==> src/rtl/grf_wr_arb_pkg.sv <==
// Shared sizing and requester index constants for the register-file write arbiter.
package grf_wr_arb_pkg;

   localparam int GRF_NREQ = 3;
   localparam int GRF_AW   = 4;
   localparam int GRF_DW   = 32;
   localparam int GRF_NBE  = GRF_DW / 8;

   localparam int REQ_ALU  = 0;
   localparam int REQ_LSU  = 1;
   localparam int REQ_MUL  = 2;

endpackage

==> src/rtl/grf_wr_arb_rr_arb.sv <==
// Round-robin arbiter: one-hot grant scanning upward from a rotating pointer.
// The pointer moves past the winner only on enabled edges that carry a grant.
import grf_wr_arb_pkg::*;

module rr_arb #(
   parameter int NREQ = GRF_NREQ
) (
   input  logic            i_clk,
   input  logic            i_rst,
   input  logic            i_clk_en,
   input  logic [NREQ-1:0] i_req,
   output logic [NREQ-1:0] o_gnt
);

   localparam int PW = (NREQ > 1) ? $clog2(NREQ) : 1;

   logic [PW-1:0] ptr;
   logic [PW-1:0] winner;
   logic [PW-1:0] ptr_nxt;
   logic          found;
   int            idx;

   // pick the first active request at or above the pointer, wrapping to 0
   always_comb begin
      winner = '0;
      found  = 1'b0;
      idx    = 0;
      for (int i = 0; i < NREQ; i++) begin
         idx = int'(ptr) + i;
         if (idx >= NREQ) idx = idx - NREQ;
         if (!found && i_req[PW'(idx)]) begin
            found  = 1'b1;
            winner = PW'(idx);
         end
      end
   end

   // grant is suppressed on disabled cycles so nobody consumes a request the stage won't take
   always_comb begin
      o_gnt = '0;
      if (found && i_clk_en) o_gnt[winner] = 1'b1;
   end

   // next pointer sits just past the winner
   always_comb begin
      ptr_nxt = winner + PW'(1);
      if (winner == PW'(NREQ - 1)) ptr_nxt = '0;
   end

   // pointer register
   always_ff @(posedge i_clk or posedge i_rst) begin
      if (i_rst) begin
         ptr <= '0;
      end else if (i_clk_en && found) begin
         ptr <= ptr_nxt;
      end
   end

endmodule

==> src/rtl/grf_wr_arb.sv <==
// Register-file write-port arbiter: round-robin among result producers, one
// registered write stage driving the RF port, and a per-register pending-write
// scoreboard for issue logic.
import grf_wr_arb_pkg::*;

module grf_wr_arb #(
   parameter int NREQ = GRF_NREQ,
   parameter int AW   = GRF_AW,
   parameter int DW   = GRF_DW,
   parameter int NBE  = GRF_NBE
) (
   input  logic                i_clk,
   input  logic                i_rst,
   input  logic                i_clk_en,
   input  logic [NREQ-1:0]     i_req,
   input  logic [NREQ*AW-1:0]  i_waddr,
   input  logic [NREQ*NBE-1:0] i_wen,
   input  logic [NREQ*DW-1:0]  i_wdata,
   output logic [NREQ-1:0]     o_gnt,
   output logic [AW-1:0]       o_rf_waddr,
   output logic [NBE-1:0]      o_rf_wen,
   output logic [DW-1:0]       o_rf_din,
   output logic                o_rf_cs_b,
   input  logic                i_rsv_valid,
   input  logic [AW-1:0]       i_rsv_addr,
   output logic [(1<<AW)-1:0]  o_busy,
   output logic                o_err
);

   localparam int NREG = 1 << AW;

   logic [NREQ-1:0] gnt;
   logic [AW-1:0]   sel_addr;
   logic [NBE-1:0]  sel_wen;
   logic [DW-1:0]   sel_data;

   logic            st_valid;
   logic [AW-1:0]   st_addr;
   logic [NBE-1:0]  st_wen;
   logic [DW-1:0]   st_data;

   logic [NREG-1:0] busy;
   logic [NREG-1:0] busy_nxt;
   logic            rsv_conflict;

   rr_arb #(.NREQ(NREQ)) u_arb (
      .i_clk    (i_clk),
      .i_rst    (i_rst),
      .i_clk_en (i_clk_en),
      .i_req    (i_req),
      .o_gnt    (gnt)
   );

   assign o_gnt = gnt;

   // steer the granted requester's fields into the stage
   always_comb begin
      sel_addr = '0;
      sel_wen  = '0;
      sel_data = '0;
      for (int k = 0; k < NREQ; k++) begin
         if (gnt[k]) begin
            sel_addr = i_waddr[k*AW +: AW];
            sel_wen  = i_wen[k*NBE +: NBE];
            sel_data = i_wdata[k*DW +: DW];
         end
      end
   end

   // write stage; fields hold when nothing is granted to avoid needless toggling on the RF bus
   always_ff @(posedge i_clk or posedge i_rst) begin
      if (i_rst) begin
         st_valid <= 1'b0;
         st_addr  <= '0;
         st_wen   <= '0;
         st_data  <= '0;
      end else if (i_clk_en) begin
         st_valid <= |i_req;
         if (|i_req) begin
            st_addr <= sel_addr;
            st_wen  <= sel_wen;
            st_data <= sel_data;
         end
      end
   end

   assign o_rf_cs_b  = ~st_valid;
   assign o_rf_waddr = st_addr;
   assign o_rf_wen   = st_wen;
   assign o_rf_din   = st_data;

   // commit clears, reservation sets; a same-edge reservation wins over the clear
   always_comb begin
      busy_nxt = busy;
      if (st_valid)    busy_nxt[st_addr]    = 1'b0;
      if (i_rsv_valid) busy_nxt[i_rsv_addr] = 1'b1;
   end

   // re-reserving a register that stays pending is a WAW the issue logic should have blocked
   assign rsv_conflict = i_rsv_valid && busy[i_rsv_addr]
                         && !(st_valid && (st_addr == i_rsv_addr));

   // scoreboard and sticky error
   always_ff @(posedge i_clk or posedge i_rst) begin
      if (i_rst) begin
         busy  <= '0;
         o_err <= 1'b0;
      end else if (i_clk_en) begin
         busy <= busy_nxt;
         if (rsv_conflict) o_err <= 1'b1;
      end
   end

   assign o_busy = busy;

endmodule

==> config.mk <==
export PLATFORM = sky130hd
export DESIGN_NAME = grf_wr_arb
export DESIGN_NICKNAME = d
export VERILOG_FILES = /design/src/rtl/grf_wr_arb_pkg.sv /design/src/rtl/grf_wr_arb_rr_arb.sv /design/src/rtl/grf_wr_arb.sv
export SDC_FILE = /design/constraint.sdc
export NUM_CORES = 1
export LEC_CHECK = 0
export CORE_MARGIN = 5
export CORE_UTILIZATION = 25
export CTS_CLUSTER_DIAMETER = 200
export DETAILED_ROUTE_END_ITERATION = 16
export GPL_ROUTABILITY_DRIVEN = 0
export PLACE_DENSITY = 0.67
export SETUP_SLACK_MARGIN = 0.4
export SYNTH_ARGS = -nofsm -noshare
export SYNTH_HDL_FRONTEND = slang
export SYNTH_SLANG_ARGS = --single-unit
==> constraint.sdc <==
create_clock -name i_clk -period 5.53 [get_ports i_clk]
set_input_delay 0.8295 -clock i_clk [delete_from_list [all_inputs] [get_ports i_clk]]
set_output_delay 0.8295 -clock i_clk [all_outputs]
set_load 0.05 [all_outputs]
==> results of run 1 <==
-- per-stage QoR --
stage / area (sq um) / std cells / util / setup WS, ps / power (uW)
2_1_floorplan: 3250 / 275 / - / 2430 / 2080
3_5_place_dp: 5280 / 621 / 0.416 / 1210 / 2750
5_1_grt: 5550 / 636 / 0.438 / 1130 / 3420
3_3_place_gp: 5280 / 621 / 0.416 / 1240 / 2710
6_report: 5550 / 636 / 0.438 / 1190 / 3240
4_1_cts: 5550 / 636 / 0.438 / 1200 / 3280
-- report_power, final --
group	internal, uW	switching (uW)
Clock	323	189
Combinational	771	1180
Sequential	633	150
Total	1730	1520
-- final timing paths --
check,depth (start not counted),startpoint,to
max,6,i_req[0],o_gnt[2]
min,1,o_err,o_err
min reg2reg,1,o_err,o_err
min in group asynchronous,3,i_rst,o_rf_wen[1]
max reg2reg,8,u_arb.ptr[0],o_rf_din[16]
max in group asynchronous,3,i_rst,o_rf_din[0]
-- logic make-up after synthesis --
family	after synthesis	synth area share
and+or+nand+nor	41	0.0781
AOI/OAI and AO/OA	134	0.339
xor gates and xnor gates	4	0.0108
DFF	60	0.462
adders and majority gates	4	0.0154
muxes	7	0.0408
buffers and inverters	25	0.0542
-- routing by layer --
metal | routed length [um] | share of wire
met1 | 4780 | 0.39
met2 | 5990 | 0.49
met3 | 1210 | 0.10
met4 | 167 | 0.014
met5 | 0 | 0
-- cells in the mapped netlist (all sizes together) (2+ instances only) --
library cell  instances
dfrtp                60
a22o                 41
a221o                40
o21ai                37
buf                  13
nand2                 9
clkbuf                8
nand3b                6
mux4                  5
nor2                  5
ha                    4
inv                   4
nand2b                4
or3                   4
a21o                  3
a21oi                 3
nor2b                 3
xor2                  3
a21boi                2
and2b                 2
mux2i                 2
nand3                 2
nor3                  2
-- sequential cells by signal, indices dropped and copies added (netlist names) --
| register | flops |
|---|---|
| o_rf_din | 32 |
| o_busy | 16 |
| o_rf_waddr | 4 |
| o_rf_wen | 4 |
| u_arb.ptr | 2 |
| o_err | 1 |
| st_valid | 1 |
-- cell type report --
type,instances,share of cell area
Clock buffer,13,0.0469
Clock inverter,2,0.00180
Inverter,4,0.00271
Multi-Input combinational cell,190,0.289
Sequential cell,60,0.271
Tap cell,172,0.0388
Timing Repair Buffer,195,0.350
==> results.toml, run 1 <==
[power]
ir_drop_v = 0.000174
cellPowerDensity_nw_per_um2 = 585
p_leak_uw = 0.00220

[logic_synthesis]
syn_area_sq_um = 3250
synth_area_leaders = "dfrtp_1 46%, a221o_1 12%, a22o_1 11%, o21ai_0 5.2%, mux4_2 3.5%"
async_reset_ff_frac = 1.00
avgSynthCellArea_sq_um = 11.8
ys_seq_area_frac = 0.462
syn-num-nets = 410
synth_cell_types = 45
synthCells = 275
synth_top_area_frac = 0.462
yosysTopAreaCell = "dfrtp_1"
ys_ff_latch = 60
synth_edf_count = 0
ys.flop_type = "dfrtp_1"
ys_warn_count = 0

[global_route]
antenna_found_initial = 0
first_global_vias = 3594
globalRouteMet1Util = 0.197
grtUsageMet3 = 0.0536
gr-usage-all-layers = 0.158
grt_pass1_wl_um = 18800
top_usage_layer = "met2"
met2_usage = 0.255
grt_max_degree = 61
grt.overflow.total = 0

[sta]
fin_crit_ps = 4340
hold_viol_final = 0
timing.final.crit_share = 0.785
skew_ps = 9.71
setup_tns_ps = 0
worst_hold_slack_ps = 465
finalSetupViolations = 0
fmax_ghz = 0.230
slew_violations = 0
tightest_slew_ps = 1180
rsz0062_at_grt = "no"
maxSlewHeadroom = 0.211

[detailed_routing]
ant_nets = 0
viasPerCell = 5.18
dr.pass1.iters = 4
wl_per_cell_um = 19.1
remaining_drc_errors = 0
num_vias = 3293
drt-initial-drc-count = 265
wirelength_um = 12100

[worst_setup_path]
crit_family = "buffers and inverters"
slowest_stage = "clkdlybuf4s50_1"
cpMostUsedCell = "clkdlybuf4s50_1"
regToRegSetupSlack_ps = 2240
crit_fanout = 5
critPathKind = "primary input to primary output"
cp_data_arrival_time_ps = 3510
worst_ep_required_time_ps = 4700
crit_path_end_kind = "primary output"
max_stage_delay_ps = 930
start_kind = "primary input"
cp_cell_sequence = "clkdlybuf4s50_1 > a21bo_1 > a21oi_2 > o41a_1 > a2111oi_4 > clkdlybuf4s50_1"
crit_buf_inv = 2

[clocking]
clkSinkCount = 60
cts_root_buf = "clkbuf_16"
post_cts_buffers = 0
cts_tree = "done"
postCtsResizedCells = 0
h-tree-depth = 3
clkSlewWorstSetupHoldPaths_ps = 50
clockBufferDepth = 2
cts_buffers = 9
cts_hold_buf = 0
clkLatencyLatePin_ps = 320

[floorplan]
core_sq_um = 12700
io_pins = 192
initial_core_util = 0.257
dieArea_sq_um = 15400
row_count = 41
die_h_um = 124
die_x_um = 124

[placed_design]
io_buffer_count = 191
place_hpwl_um = 8930

[layout]
multi_input_area_sq_um = 1600
area_growth_syn_to_layout_pct = 70.5
regArea_sq_um = 1500
antennaDiodeCount = 0
final_common_cell = "clkdlybuf4s50_1"
final_cell_mix = "191 x clkdlybuf4s50_1, 60 x dfrtp_1, 41 x a22o_1"
drive_gt1_frac = 0.0819
fillerInstances = 1223
layout.nets = 595

[min_path]
hold_path.class = "flip-flop to flip-flop"

[flow_run]
drv_cap = 0

[status]
status = "finished clean"
(Power assumes the default switching activity.)
==> run 2, diff against run 1 <==
--- a/config.mk
+++ b/config.mk
@@ -10,7 +10,7 @@
 export CTS_CLUSTER_DIAMETER = 200
 export DETAILED_ROUTE_END_ITERATION = 16
 export GPL_ROUTABILITY_DRIVEN = 0
-export PLACE_DENSITY = 0.67
+export PLACE_DENSITY = 0.69
 export SETUP_SLACK_MARGIN = 0.4
 export SYNTH_ARGS = -nofsm -noshare
 export SYNTH_HDL_FRONTEND = slang
==> constraint.sdc (replaced) <==
create_clock -name i_clk -period 3.9 [get_ports i_clk]
set_input_delay 0.585 -clock i_clk [delete_from_list [all_inputs] [get_ports i_clk]]
set_output_delay 0.585 -clock i_clk [all_outputs]
set_load 0.05 [all_outputs]
==> results.toml, run 2 (synthesis results as in run 1) <==
[worst_setup_path]
slowest_stage = "a2111oi_4"
max_stage_delay_ps = 480
crit_fanout = 7
cp_data_arrival_time_ps = 2760
worst_ep_required_time_ps = 3310
critPathKind = "flip-flop to primary output"
cp_cell_sequence = "inv_1 > ha_2 > a21bo_1 > a21oi_2 > o41a_1 > a2111oi_4 > buf_4 > buf_12"
crit_path_end_kind = "primary output"
start_kind = "flip-flop"

[detailed_routing]
ant_nets = 0
wl_per_cell_um = 19.3
viasPerCell = 5.15
remaining_drc_errors = 0
num_vias = 3307
wirelength_um = 12400
dr.pass1.iters = 4
drt-initial-drc-count = 172

[floorplan]
initial_core_util = 0.257
die_x_um = 124
io_pins = 192
dieArea_sq_um = 15400
row_count = 41
die_h_um = 124
core_sq_um = 12700

[clocking]
clkSinkCount = 60
cts_buffers = 9
post_cts_buffers = 0
cts_root_buf = "clkbuf_16"
clkLatencyLatePin_ps = 330
h-tree-depth = 3
cts_tree = "done"
clkSlewWorstSetupHoldPaths_ps = 60
clockBufferDepth = 2

[power]
cellPowerDensity_nw_per_um2 = 861
p_clk_frac = 0.201
pwr-share-comb = 0.574
internal-power_uw = 2730
swShare = 0.444
p_leak_uw = 0.00228
p_seq_frac = 0.224
ir_drop_v = 0.000307
switchingPower_uw = 2180

[layout]
layout.nets = 600
fillerInstances = 1205
regArea_sq_um = 1500
largest_register_ffs = 32
instances_no_fill = 642
final_common_cell = "clkdlybuf4s50_1"
drive_gt1_frac = 0.102
final_cell_mix = "188 x clkdlybuf4s50_1, 60 x dfrtp_1, 41 x a22o_1"
antennaDiodeCount = 0
area_growth_syn_to_layout_pct = 75.2
multi_input_area_sq_um = 1610

[global_route]
first_global_vias = 3581
grt_pass1_wl_um = 18600
grtUsageMet3 = 0.0563
top_usage_layer = "met2"
met2_usage = 0.256
grt.overflow.total = 0
gr-usage-all-layers = 0.157
grt_max_degree = 47
globalRouteMet1Util = 0.192
antenna_found_initial = 1

[sta]
fin_crit_ps = 3350
fmax_ghz = 0.299
hold_viol_final = 0
timing.final.crit_share = 0.859
finalSetupViolations = 0
tightest_slew_ps = 980
worst_hold_slack_ps = 457
rsz0062_at_grt = "no"
setup_tns_ps = 0
fin_ws_ps = 551
slew_violations = 0
skew_ps = 9.96
maxSlewHeadroom = 0.347

[placed_design]
dp.cells = 626
io_buffer_count = 191
place_hpwl_um = 9400
pre_cts_ws_ps = 536

[flow_run]
drv_cap = 0

[status]
status = "finished clean"

[min_path]
hold_path.class = "flip-flop to flip-flop"
run 2: path summary, 6_finish.rpt:
kind / depth (start not counted) / to / start / slack, ps
max reg2reg: 10 / o_rf_din[1] / u_arb.ptr[0] / 970
min: 1 / o_err / o_err / 460
max in group asynchronous: 3 / o_rf_din[14] / i_rst / 2290
min in group asynchronous: 2 / o_rf_din[17] / i_rst / 800
max: 8 / o_gnt[2] / u_arb.ptr[0] / 550
min reg2reg: 1 / o_err / o_err / 460
run 2: metal layers:
metal,part of all wire,wire [um]
met5,0.0010,13
met4,0.014,178
met3,0.098,1220
met2,0.48,5900
met1,0.41,5100
run 2: cell type report:
type	count	area share
timing repair buffer	200	0.350
multi-input combinational	190	0.282
tap	172	0.0378
clock inverter	4	0.0211
clock buffer	12	0.0432
sequential	60	0.263
inverter	4	0.00263
run 2: timing repair:
action | 4_1_cts | 5_1_grt
gates resized for setup | 1 | 0
endpoints found under the setup margin | 1 | 0
hold buffers | 0 | 0
run 2: critical path, delay by kind of cell (launching register included):
kind	cells	cell delay [ps]
buffers and inverters	3	440
flip-flops	1	400
adder cells (fa/ha/maj)	1	400
AO/OA/AOI/OAI	4	1190
run 2: metrics by stage:
stage | util | instance area, sq um | total power (uW)
floorplan | - | 3250 | 2950
global placement | 0.421 | 5330 | 3880
detailed placement | 0.421 | 5330 | 3930
CTS | 0.450 | 5700 | 4950
global route | 0.450 | 5700 | 5140
finish | 0.450 | 5700 | 4910
run 2: power by group through the flow:
stage / sequential (uW) / combinational [uW] / clock, uW
2_1_floorplan: 1950 / 1000 / 0
3_3_place_gp: 1100 / 2780 / 0
3_5_place_dp: 1110 / 2830 / 0
4_1_cts: 1100 / 2840 / 1010
5_1_grt: 1140 / 2970 / 1040
6_report: 1100 / 2820 / 989
